$ cat src/rtl/execute_operand_stage.sv
// execute_operand_stage: ID/EX register, operand forwarding, immediate select, NZCV flags and ARM condition check
module execute_operand_stage #(
    parameter int XLEN = 32,
    parameter int RW   = 5
) (
    input  logic            clk,
    input  logic            reset,
    input  logic            i_stall_e,
    input  logic            i_flush_e,
    input  logic            i_arm_d,
    input  logic [4:0]      i_alu_control_d,
    input  logic            i_alu_src_d,
    input  logic [2:0]      i_shift_type_d,
    input  logic [4:0]      i_shift_amt_d,
    input  logic [XLEN-1:0] i_rd1_d,
    input  logic [XLEN-1:0] i_rd2_d,
    input  logic [XLEN-1:0] i_imm_ext_d,
    input  logic [RW-1:0]   i_rs1_d,
    input  logic [RW-1:0]   i_rs2_d,
    input  logic [RW-1:0]   i_rd_d,
    input  logic            i_reg_write_d,
    input  logic [1:0]      i_flag_write_d,
    input  logic [3:0]      i_cond_d,
    input  logic [1:0]      i_forward_a_e,
    input  logic [1:0]      i_forward_b_e,
    input  logic [XLEN-1:0] i_alu_result_m,
    input  logic [XLEN-1:0] i_result_w,
    input  logic [3:0]      i_alu_flags,
    output logic            o_arm_e,
    output logic [4:0]      o_alu_control_e,
    output logic [2:0]      o_shift_type_e,
    output logic [4:0]      o_shift_amt_e,
    output logic [XLEN-1:0] o_op1_e,
    output logic [XLEN-1:0] o_op2_e,
    output logic [XLEN-1:0] o_write_data_e,
    output logic [RW-1:0]   o_rs1_e,
    output logic [RW-1:0]   o_rs2_e,
    output logic [RW-1:0]   o_rd_e,
    output logic            o_reg_write_e,
    output logic [3:0]      o_flags_e,
    output logic            o_cond_ex_e
);
    logic            r_arm;
    logic [4:0]      r_alu_control;
    logic            r_alu_src;
    logic [2:0]      r_shift_type;
    logic [4:0]      r_shift_amt;
    logic [XLEN-1:0] r_rd1;
    logic [XLEN-1:0] r_rd2;
    logic [XLEN-1:0] r_imm;
    logic [RW-1:0]   r_rs1;
    logic [RW-1:0]   r_rs2;
    logic [RW-1:0]   r_rd;
    logic            r_reg_write;
    logic [1:0]      r_flag_write;
    logic [3:0]      r_cond;
    logic [3:0]      r_flags;
    logic            w_n, w_z, w_c, w_v;
    logic            w_cond_pass;
    logic            w_cond_ex;
    logic [XLEN-1:0] w_write_data;

    // E register: reset and flush both load a bubble; a stall holds the current instruction
    always_ff @(posedge clk) begin
        if (reset || i_flush_e) begin
            r_arm         <= 1'b0;
            r_alu_control <= '0;
            r_alu_src     <= 1'b0;
            r_shift_type  <= '0;
            r_shift_amt   <= '0;
            r_rd1         <= '0;
            r_rd2         <= '0;
            r_imm         <= '0;
            r_rs1         <= '0;
            r_rs2         <= '0;
            r_rd          <= '0;
            r_reg_write   <= 1'b0;
            r_flag_write  <= '0;
            r_cond        <= '0;
        end else if (!i_stall_e) begin
            r_arm         <= i_arm_d;
            r_alu_control <= i_alu_control_d;
            r_alu_src     <= i_alu_src_d;
            r_shift_type  <= i_shift_type_d;
            r_shift_amt   <= i_shift_amt_d;
            r_rd1         <= i_rd1_d;
            r_rd2         <= i_rd2_d;
            r_imm         <= i_imm_ext_d;
            r_rs1         <= i_rs1_d;
            r_rs2         <= i_rs2_d;
            r_rd          <= i_rd_d;
            r_reg_write   <= i_reg_write_d;
            r_flag_write  <= i_flag_write_d;
            r_cond        <= i_cond_d;
        end
    end

    // NZCV commit happens only as the E instruction leaves (no stall); flush of the incoming one does not block it
    always_ff @(posedge clk) begin
        if (reset) begin
            r_flags <= '0;
        end else if (!i_stall_e && r_arm && w_cond_ex) begin
            if (r_flag_write[1]) r_flags[3:2] <= i_alu_flags[3:2];
            if (r_flag_write[0]) r_flags[1:0] <= i_alu_flags[1:0];
        end
    end

    assign {w_n, w_z, w_c, w_v} = r_flags;

    // ARM condition decode against the architectural flags; AL and the 1111 encoding always pass
    always_comb begin
        w_cond_pass = 1'b1;
        case (r_cond)
            4'b0000: w_cond_pass = w_z;
            4'b0001: w_cond_pass = !w_z;
            4'b0010: w_cond_pass = w_c;
            4'b0011: w_cond_pass = !w_c;
            4'b0100: w_cond_pass = w_n;
            4'b0101: w_cond_pass = !w_n;
            4'b0110: w_cond_pass = w_v;
            4'b0111: w_cond_pass = !w_v;
            4'b1000: w_cond_pass = w_c && !w_z;
            4'b1001: w_cond_pass = !w_c || w_z;
            4'b1010: w_cond_pass = (w_n == w_v);
            4'b1011: w_cond_pass = (w_n != w_v);
            4'b1100: w_cond_pass = !w_z && (w_n == w_v);
            4'b1101: w_cond_pass = w_z || (w_n != w_v);
            default: w_cond_pass = 1'b1;
        endcase
    end

    assign w_cond_ex = !r_arm || w_cond_pass;

    // Forwarding: 10 = memory-stage result, 01 = writeback result, 00/11 = register value
    assign o_op1_e = (i_forward_a_e == 2'b10) ? i_alu_result_m :
                     (i_forward_a_e == 2'b01) ? i_result_w : r_rd1;
    assign w_write_data = (i_forward_b_e == 2'b10) ? i_alu_result_m :
                          (i_forward_b_e == 2'b01) ? i_result_w : r_rd2;

    assign o_write_data_e  = w_write_data;
    assign o_op2_e         = r_alu_src ? r_imm : w_write_data;
    assign o_arm_e         = r_arm;
    assign o_alu_control_e = r_alu_control;
    assign o_shift_type_e  = r_shift_type;
    assign o_shift_amt_e   = r_shift_amt;
    assign o_rs1_e         = r_rs1;
    assign o_rs2_e         = r_rs2;
    assign o_rd_e          = r_rd;
    assign o_reg_write_e   = r_reg_write && w_cond_ex;
    assign o_flags_e       = r_flags;
    assign o_cond_ex_e     = w_cond_ex;
endmodule
$ cat config.mk
export PLATFORM = sky130hd
export DESIGN_NAME = execute_operand_stage
export DESIGN_NICKNAME = d
export VERILOG_FILES = /design/src/rtl/execute_operand_stage.sv
export SDC_FILE = /design/constraint.sdc
export NUM_CORES = 1
export LEC_CHECK = 0
export BUFFER_PORTS_ARGS = -buffer_cell sky130_fd_sc_hd__buf_4
export CAP_MARGIN = 10
export CORE_AREA = 2 2 130 132
export CTS_BUF_LIST = sky130_fd_sc_hd__clkbuf_16
export CTS_CLUSTER_DIAMETER = 60
export DETAILED_ROUTE_END_ITERATION = 10
export DIE_AREA = 0 0 132 134
export PLACE_DENSITY = 0.69
export SLEW_MARGIN = 20
export SYNTH_ARGS = -nofsm -noshare
export SYNTH_HDL_FRONTEND = slang
export SYNTH_SLANG_ARGS = --single-unit
export TNS_END_PERCENT = 50
$ cat constraint.sdc
create_clock -name clk -period 2.1 [get_ports clk]
set_input_delay 0 -clock clk [delete_from_list [all_inputs] [get_ports clk]]
set_output_delay 0 -clock clk [all_outputs]
set_load 0.005 [all_outputs]
==> reports/results.ini, run 1 <==
[timing]
finClkSkew_ps = 2.07
slew_headroom = 0.655
tightestPinTransition_ps = 518
hold_viol = 0
rsz0062_at_grt = false
setup_viol = 0
slew_viol_final = 0
fin_tns_setup_ps = 0
clock.fmax_mhz = 503
period_share = 0.947
period_needed_ps = 1990

[synthesis]
synth_top_area_cell = dfxtp_1
synth_edf_count = 0
yosysTopAreaCellShare = 0.427
ys_top_cells_by_area = dfxtp_1, mux2i_1, nor2_1
synth_warnings = 0
synth-async-reset-ratio = 0
syn_inst = 767
synth_fp_nets = 976
ys_seq_area_frac = 0.427
netlist_area_sq_mm = 0.00643
syn_avg_cell_area_sq_um = 8.38
synth_cell_types = 32
ys.flop_type = dfxtp_1
ys_seq_elements = 137

[global_route]
grt_pass1_wl_microns = 38500
grt_max_degree = 70
first_global_vias = 7516
overflow = 0
grt_util_all_layers = 0.273
antenna_found_initial = 1

[critical_path]
path_cells = xor2_2 > and3_2 > o311ai_2 > nand4_2 > and2_1 > buf_4
rr_worst_depth = 6
cp-end-kind = output pin
cp.depth = 6
slowest_stage = dfxtp_2
cp_max_fo = 4
crit_type = register to output pin
arrival_ps = 1990
critPathBufInv = 1
reg2reg_to = o_flags_e[0]$_SDFFE_PP0P_
crit_start = o_flags_e[3]$_SDFFE_PP0P_
cp_top_family = simple AND/OR/NAND/NOR gates
max_stage_delay_ps = 360
r2r_start = o_flags_e[3]$_SDFFE_PP0P_
cp-endpoint = o_reg_write_e
r2r_slack_ps = 400
worst-endpoint-required_ps = 2100
startpoint_type = register

[final_layout]
multi_input_area_sq_mm = 0.00345
drive_gt1_frac = 0.324
finalNetCount = 1435
synthToLayoutAreaGrowth_pct = 74.0
ff_latch_area_sq_mm = 0.00275
design_area_sq_mm = 0.0112
nFillCells = 1263

[route]
drtPass1Iterations = 5
wl_per_cell_microns = 17.0
antenna_left = 0
wl_microns = 24800
drc = 0
drtIter0Drc = 405
routed_via_density = 5.06
route.vias.total = 7383

[clocking]
cts_tree = done
path_clk_slew_ps = 60
cts_made_buffers = 17
cts_root_buffer = clkbuf_16
cts.sinks = 137
clockBufferDepth = 2
h-tree-depth = 4
clock_latency_ps = 410

[run]
cap_violations = 0

[pwr]
power.leakage_nw = 5.30
power.density_mw_per_mm2 = 642
max-vdd-ir-drop_mv = 0.490

[floorplanning]
io_pins = 340
initial_core_util = 0.395
die_w_microns = 132
rows = 47
die_y_microns = 134
die-area_sq_mm = 0.0177
coreArea_sq_mm = 0.0163

[worst_hold_path]
min_path_type = input pin to register

[placement]
port_buffers = 339
hpwl_microns = 16700
gp_congestion = 0.855
dpl-instance-area_sq_mm = 0.00921

[run_status]
run_status = finished clean

[layer usage]
| layer | wire (microns) | track usage | vias up |
|---|---|---|---|
| li1 | - | - | 3548 |
| met1 | 9870 | 0.307 | 3468 |
| met2 | 12400 | 0.492 | 312 |
| met3 | 1820 | 0.0711 | 55 |
| met4 | 708 | 0.111 | 0 |
| met5 | 0 | 0 | - |
[through the flow]
| stage | hold WS (ps) | worst slack [ps] | util | power (W) | std cells |
|---|---|---|---|---|---|
| floorplan | 144 | 562 | - | 0.00337 | 767 |
| global placement | 226 | 453 | 0.565 | 0.00417 | 1285 |
| detailed placement | 237 | 416 | 0.565 | 0.00418 | 1285 |
| CTS | 65.9 | 24.8 | 0.686 | 0.00721 | 1457 |
| global route | 95.0 | 23.3 | 0.687 | 0.00748 | 1458 |
| finish | 67.7 | 111 | 0.687 | 0.00718 | 1458 |
[power by group]
group / total, W / leakage (nW) / switching [W] / internal, W
clock network: 0.00281 / 0.279 / 0.00111 / 0.00170
logic: 0.00163 / 3.90 / 0.000699 / 0.000936
registers: 0.00274 / 1.12 / 0.0000505 / 0.00268
total: 0.00718 / 5.30 / 0.00186 / 0.00532
[how the worst min path moves through the flow]
stage / startpoint / end / depth (start not counted)
2_1_floorplan: i_alu_control_d[0] / o_alu_control_e[0]$_SDFFE_PP0N_ / 2
3_3_place_gp: i_rd_d[3] / o_rd_e[3]$_SDFFE_PP0N_ / 3
3_5_place_dp: i_rd1_d[9] / r_rd1[9]$_SDFFE_PP0N_ / 3
4_1_cts: i_flush_e / r_alu_src$_SDFFE_PP0N_ / 3
5_1_grt: i_flush_e / r_cond[3]$_SDFFE_PP0N_ / 3
6_report: i_flush_e / r_cond[0]$_SDFFE_PP0N_ / 3
[layout make-up]
| class | count | area share |
|---|---|---|
| multi-input cells | 569 | 0.309 |
| repair buffers | 500 | 0.372 |
| clock buffers | 17 | 0.0380 |
| clock inverters | 13 | 0.0104 |
| inverters | 1 | 0.000336 |
| flip-flops and latches | 137 | 0.246 |
| diodes | 1 | 0.000224 |
| well taps | 220 | 0.0246 |
[synthesized netlist by cell type, types with 2 or more instances]
| master | instances |
|---|---|
| nand2_1 | 36 |
| or2b_1 | 2 |
| clkbuf_1 | 45 |
| nand2b_1 | 13 |
| nand3_2 | 2 |
| o22ai_1 | 64 |
| buf_1 | 2 |
| dfxtp_1 | 137 |
| mux2i_1 | 138 |
| buf_4 | 2 |
| o21ai_0 | 2 |
| nor2_1 | 262 |
| o31ai_1 | 32 |
| buf_2 | 11 |
| xor2_1 | 2 |
[flip-flops by register name (all words and copies together) (netlist names), 4 cells and up]
signal / count
o_shift_amt_e: 5
o_alu_control_e: 5
o_rs2_e: 5
o_rd_e: 5
r_cond: 4
r_rd1: 32
r_imm: 32
o_flags_e: 4
o_rs1_e: 5
r_rd2: 32
[kinds of logic (layout without fill, tap and decap cells)]
group	Yosys count	in the layout	synth area share
buffers and inverters	61	531	0.0389
AOI/OAI and AO/OA	103	103	0.110
DFF	137	137	0.427
other	0	1	0
and+or+nand+nor	325	325	0.206
muxes	138	138	0.215
xor gates and xnor gates	3	3	0.00409
[repair_timing]
item | CTS | global route
buffers inserted | 0 | 0
resized for setup | 0 | 5
endpoints found under the setup margin | 0 | 1
hold buffers | 142 | 0
endpoints found under the hold margin | 137 | 0
[worst reg2reg max path: stages, from the launching register on]
cell and delay [ps]:
dfxtp_2 360, xor2_2 190, and3_2 230, o311ai_2 270, nand4_2 190, nand3_2 170, mux2i_1 210
[cell usage in the layout, fill, tap and decap left out, types with 2 or more instances in the layout]
cell	netlist	routed
bufinv_16	0	2
mux2i_1	138	138
o22ai_1	64	64
nand2b_1	13	11
nand2b_2	0	2
dlygate4sd3_1	0	142
o21ai_0	2	2
inv_1	1	4
buf_12	0	4
dfxtp_2	0	5
nand3_2	2	2
dfxtp_1	137	132
clkbuf_16	0	17
buf_4	2	353
nor2_1	262	262
clkinv_2	0	5
o31ai_1	32	32
nand2_1	36	36
or2b_1	2	2
(Power assumes the default switching activity.)
==> run 2: changes to the inputs <==
--- a/config.mk
+++ b/config.mk
@@ -5,14 +5,16 @@
 export SDC_FILE = /design/constraint.sdc
 export NUM_CORES = 1
 export LEC_CHECK = 0
+export ABC_AREA = 1
 export BUFFER_PORTS_ARGS = -buffer_cell sky130_fd_sc_hd__buf_4
 export CAP_MARGIN = 10
-export CORE_AREA = 2 2 130 132
+export CORE_AREA = 2 2 131 133
 export CTS_BUF_LIST = sky130_fd_sc_hd__clkbuf_16
 export CTS_CLUSTER_DIAMETER = 60
 export DETAILED_ROUTE_END_ITERATION = 10
-export DIE_AREA = 0 0 132 134
+export DIE_AREA = 0 0 133 135
 export PLACE_DENSITY = 0.69
+export SKIP_LAST_GASP = 1
 export SLEW_MARGIN = 20
 export SYNTH_ARGS = -nofsm -noshare
 export SYNTH_HDL_FRONTEND = slang
==> run 2 against run 1 <==
Net effect:
- sequential cell count unchanged
- sequential share of layout area decreased by 0.26 points
- sequential power hardly changed
- global-route usage is 2.4 points higher
- synthesized cell count increased by 32%
- highest routed layer unchanged
==> reports/results.ini, run 2 <==
[floorplanning]
die-area_sq_mm = 0.0180
rows = 47
coreArea_sq_mm = 0.0164
io_pins = 340
die_y_microns = 135
die_w_microns = 133
initial_core_util = 0.405

[clocking]
cts_made_buffers = 17
cts_root_buffer = clkbuf_16
cts.sinks = 137
h-tree-depth = 4
path_clk_slew_ps = 60
clock_latency_ps = 410
clockBufferDepth = 2
cts_tree = done

[synthesis]
synth_fp_nets = 1225
synth_top_area_cell = dfxtp_1
syn_avg_cell_area_sq_um = 6.55
ys_seq_area_frac = 0.412
ys.flop_type = dfxtp_1
synth_cell_types = 22
yosysTopAreaCellShare = 0.412
ys_top_cells_by_count = nand2_1, dfxtp_1, a21oi_1
synth-async-reset-ratio = 0
syn_inst = 1016
synth_warnings = 0
ys_top_cells_by_area = dfxtp_1, nand2_1, a21oi_1
yosysMostFrequentCell = nand2_1
ys_seq_elements = 137
netlist_area_sq_mm = 0.00665
synth_edf_count = 0

[global_route]
grt_pass1_wl_microns = 42600
antenna_found_initial = 1
grt_use_met1 = 0.343
overflow = 0
first_global_vias = 8552
met3_usage = 0.0702
grt_util_all_layers = 0.297
busiest_layer = met2
use_met2 = 0.519
grt_max_degree = 65

[pwr]
max-vdd-ir-drop_mv = 0.535
power.density_mw_per_mm2 = 606
switching_power_w = 0.00179
combPwrFrac = 0.217
power.internal_w = 0.00505
p_sw_frac = 0.262
pwr-share-seq = 0.400
power.leakage_nw = 5.14
clock_power_share = 0.383

[route]
wl_microns = 27300
antenna_left = 0
routed_via_density = 5.10
route.vias.total = 8592
drc = 0
drtIter0Drc = 693
wl_per_cell_microns = 16.2
drtPass1Iterations = 5

[critical_path]
cp-end-kind = register
cp-endpoint = o_flags_e[3]$_SDFFE_PP0P_
arrival_ps = 2290
crit_start = r_cond[3]$_SDFFE_PP0N_
r2r_slack_ps = 160
crit_type = register to register
cp_max_fo = 7
worst-endpoint-required_ps = 2460
reg2reg_to = o_flags_e[3]$_SDFFE_PP0P_
rr_worst_depth = 9
r2r_start = r_cond[3]$_SDFFE_PP0N_
startpoint_type = register

[final_layout]
largestRegisters = r_imm: 32 flops, r_rd1: 32 flops, r_rd2: 32 flops
synthToLayoutAreaGrowth_pct = 69.7
mostFrequentLayoutCells = nand2_1, buf_4, dlygate4sd3_1, dfxtp_1, a21oi_1
final_cells = 1684
final_common_cell = nand2_1
finalNetCount = 1664
nFillCells = 1391
drive_gt1_frac = 0.276

[timing]
slew_headroom = 0.558
clock.fmax_mhz = 517
hold_viol = 0
finClkSkew_ps = 2.63
slew_viol_final = 0
fin_tns_setup_ps = 0
rsz0062_at_grt = false
timing.final.ws_setup_ps = 164
period_needed_ps = 1940
period_share = 0.922
setup_viol = 0
tightestPinTransition_ps = 662

[worst_hold_path]
min_from = i_stall_e
min_path_type = input pin to register

[run_status]
run_status = finished clean

[placement]
dp_worst_setup_slack_ps = 609
gp_congestion = 0.895
port_buffers = 339
hpwl_microns = 18200
dp.cells = 1518

[run]
cap_violations = 0

-- run 2: worst max-delay path, cell delays in order, from the launching register on --
cell and delay (ps):
dfxtp_1 450, nand2_2 110, a21oi_1 190, a21oi_2 80, nor2_2 180, nand2_4 110
nand4_1 80, nand2_1 50, dlygate4sd3_1 560, nor2_2 70
-- run 2: per-stage QoR --
stage / utilization / cell area [sq um] / hold slack, ps / total power, W
after floorplan: - / 6650 / 127 / 0.00328
after global placement: 0.573 / 9410 / 250 / 0.00403
after detailed placement: 0.573 / 9410 / 261 / 0.00404
after CTS: 0.688 / 11300 / 57.0 / 0.00686
after global routing: 0.688 / 11300 / 92.5 / 0.00712
final: 0.688 / 11300 / 59.6 / 0.00684
-- run 2: cell type report --
class / count / area [sq um] / area share
tap: 220 / 275 / 0.0244
antenna: 1 / 2.50 / 0.000222
clock inverter: 10 / 67.6 / 0.00599
multi-input combinational: 747 / 3420 / 0.303
clock buffer: 17 / 425 / 0.0377
timing repair buffer: 495 / 4140 / 0.366
inverter: 57 / 216 / 0.0192
sequential: 137 / 2740 / 0.243
-- run 2: timing repair --
action / 4_1_cts / 5_1_grt
buffers inserted: 0 / 0
gates resized for setup: 0 / 2
hold endpoints to repair: 137 / 0
hold buffers: 138 / 0
endpoints found under the setup margin: 0 / 1
-- run 2: layer usage --
| metal | vias up | part of all wire | wire [microns] |
|---|---|---|---|
| li1 | 4177 | - | - |
| met1 | 3933 | 0.40 | 10900 |
| met2 | 400 | 0.49 | 13300 |
| met3 | 82 | 0.078 | 2140 |
| met4 | 0 | 0.038 | 1050 |
| met5 | - | 0 | 0 |
-- run 2: kinds of logic after synthesis --
logic type      synth area share
flops                      0.412
compound gates             0.179
buf+inv                   0.0766
simple gates               0.332
-- run 2: how the worst min path moves through the flow --
stage | slack [ps] | cells after the start | to
floorplan | 130 | 2 | o_op1_e[0]
global placement | 250 | 3 | o_rs2_e[1]$_SDFFE_PP0N_
detailed placement | 260 | 3 | r_imm[31]$_SDFFE_PP0N_
CTS | 60 | 3 | o_alu_control_e[2]$_SDFFE_PP0N_
global route | 90 | 3 | r_flag_write[0]$_SDFFE_PP0N_
finish | 60 | 3 | r_flag_write[1]$_SDFFE_PP0N_
-- run 2: power groups by stage --
stage               clock, W  combinational [W]  sequential, W
floorplan                  0           0.000501        0.00278
global placement           0            0.00125        0.00279
detailed placement         0            0.00125        0.00279
CTS                  0.00265            0.00147        0.00273
global route         0.00277            0.00161        0.00274
finish               0.00262            0.00148        0.00273
==> run 3: changes to the inputs <==
--- a/config.mk
+++ b/config.mk
@@ -14,6 +14,7 @@
 export DETAILED_ROUTE_END_ITERATION = 10
 export DIE_AREA = 0 0 133 135
 export PLACE_DENSITY = 0.69
+export SETUP_SLACK_MARGIN = 0.2
 export SKIP_LAST_GASP = 1
 export SLEW_MARGIN = 20
 export SYNTH_ARGS = -nofsm -noshare
==> run 3 against run 2 <==
Net effect:
- global-route usage up 0.13 points
- combinational power about the same
- clock-buffer cell count unchanged
- first-iteration DRC count down 6.2%
- total power about the same
- non-clock buffer count unchanged
- register-to-register slack better by 480 ps
- maximum frequency up 8.2%
- critical path type is now register to output pin
==> reports/results.ini, run 3 (synthesized netlist as in run 2, its figures left out) <==
[final_layout]
final_util = 0.688
final_common_cell = nand2_1
design_area_sq_mm = 0.0113
largestRegisters = r_imm: 32 flops, r_rd1: 32 flops, r_rd2: 32 flops
synthToLayoutAreaGrowth_pct = 69.7
drive_gt1_frac = 0.276
mostFrequentLayoutCells = nand2_1, buf_4, dlygate4sd3_1, dfxtp_1, a21oi_1
finalNetCount = 1664

[critical_path]
arrival_ps = 1790
path_cells = inv_1 > nand2_1 > nand2_1 > nand2_1 > nand2_1 > nor2_2 > nor2_2 > a21boi_0 > buf_4
crit_top_cell = nand2_1
reg2reg_to = o_flags_e[1]$_SDFFE_PP0P_
cp.depth = 9
r2r_start = o_flags_e[2]$_SDFFE_PP0P_
max_stage_delay_ps = 450
cp_top_family = flip-flops
r2r_slack_ps = 640
cp-end-kind = output pin
cp_max_fo = 4
worst-endpoint-required_ps = 2100
rr_worst_depth = 11
critPathBufInv = 2
crit_type = register to output pin
startpoint_type = register
cp-endpoint = o_reg_write_e
crit_start = o_flags_e[2]$_SDFFE_PP0P_
slowest_stage = dfxtp_1

[floorplanning]
die-area_sq_mm = 0.0180
die_y_microns = 135
coreArea_sq_mm = 0.0164
io_pins = 340
die_w_microns = 133
rows = 47
initial_core_util = 0.405

[placement]
dpl-instance-area_sq_mm = 0.00941
port_buffers = 339
hpwl_microns = 18200
gp_congestion = 0.895
dp_worst_setup_slack_ps = 609

[clocking]
clockBufferDepth = 2
h-tree-depth = 4
clock_latency_ps = 420
cts.sinks = 137
cts_root_buffer = clkbuf_16
cts_made_buffers = 17
cts_tree = done
path_clk_slew_ps = 60
post_cts_buffers = 0

[timing]
period_needed_ps = 1790
fin_tns_setup_ps = 0
slew_headroom = 0.548
clock.fmax_mhz = 559
setup_viol = 0
whs_ps = 59.4
finClkSkew_ps = 3.80
slew_viol_final = 0
tightestPinTransition_ps = 678
timing.final.ws_setup_ps = 311
rsz0062_at_grt = false
hold_viol = 0
period_share = 0.852

[global_route]
grt_max_degree = 65
grt_pass1_wl_microns = 42800
overflow = 0
first_global_vias = 8574
antenna_found_initial = 1
grt_util_all_layers = 0.298

[run_status]
run_status = finished clean

[route]
drc = 0
drtPass1Iterations = 5
drtIter0Drc = 650
wl_per_cell_microns = 16.3
route.vias.total = 8670
routed_via_density = 5.15
wl_microns = 27500
antenna_left = 0

[worst_hold_path]
min_path_type = input pin to register

[pwr]
power.density_mw_per_mm2 = 606
power.leakage_nw = 5.14
max-vdd-ir-drop_mv = 0.539

[run]
cap_violations = 0

## run 3: cell counts in the layout (fill, tap and decap cells not counted)
Identical to the previous run, type by type.
## run 3: power breakdown
part           switching (W)  leakage (nW)  internal (W)
Sequential         0.0000512          1.12       0.00268
Combinational       0.000678          3.77      0.000805
Clock                0.00107         0.252       0.00156
Total                0.00180          5.14       0.00505
## run 3: worst min-delay path by stage
stage / startpoint / to / depth (start not counted) / slack [ps]
after global placement: i_rs2_d[1] / o_rs2_e[1]$_SDFFE_PP0N_ / 3 / 250
after global routing: i_stall_e / r_flag_write[0]$_SDFFE_PP0N_ / 3 / 80
after detailed placement: i_imm_ext_d[31] / r_imm[31]$_SDFFE_PP0N_ / 3 / 260
final: i_stall_e / r_flag_write[1]$_SDFFE_PP0N_ / 3 / 60
after CTS: i_stall_e / o_alu_control_e[2]$_SDFFE_PP0N_ / 3 / 60
after floorplan: i_alu_result_m[0] / o_op1_e[0] / 2 / 130
## run 3: metrics by stage
step / cells / power, W
final: 1684 / 0.00684
after global routing: 1684 / 0.00712
after CTS: 1683 / 0.00686
after detailed placement: 1518 / 0.00404
after global placement: 1518 / 0.00403
after floorplan: 1016 / 0.00328
## run 3: cell type report
type	count	area, sq um
diodes	1	2.50
clock buffers	17	425
clock inverters	10	67.6
fillers	1391	5120
inverters	57	216
multi-input cells	747	3420
flip-flops and latches	137	2740
well taps	220	275
repair buffers	495	4140
## run 3: what timing repair did
action | 4_1_cts | 5_1_grt
hold buffers | 138 | 0
endpoints found under the setup margin | 0 | 1
gates resized for setup | 0 | 2
endpoints found under the hold margin | 137 | 0
## run 3: tightest hold or removal path: cells and delay by family
family	cells	cell delay (ps)
buffers and inverters	1	260
AND/OR/NAND/NOR	1	110
AO/OA/AOI/OAI	1	60
## run 3: metal layers
layer | vias to the layer above | track usage | wire [microns]
li1 | 4183 | - | -
met1 | 3990 | 0.342 | 10800
met2 | 424 | 0.523 | 13500
met3 | 73 | 0.0736 | 2150
met4 | 0 | 0.143 | 1020
met5 | - | 0 | 0
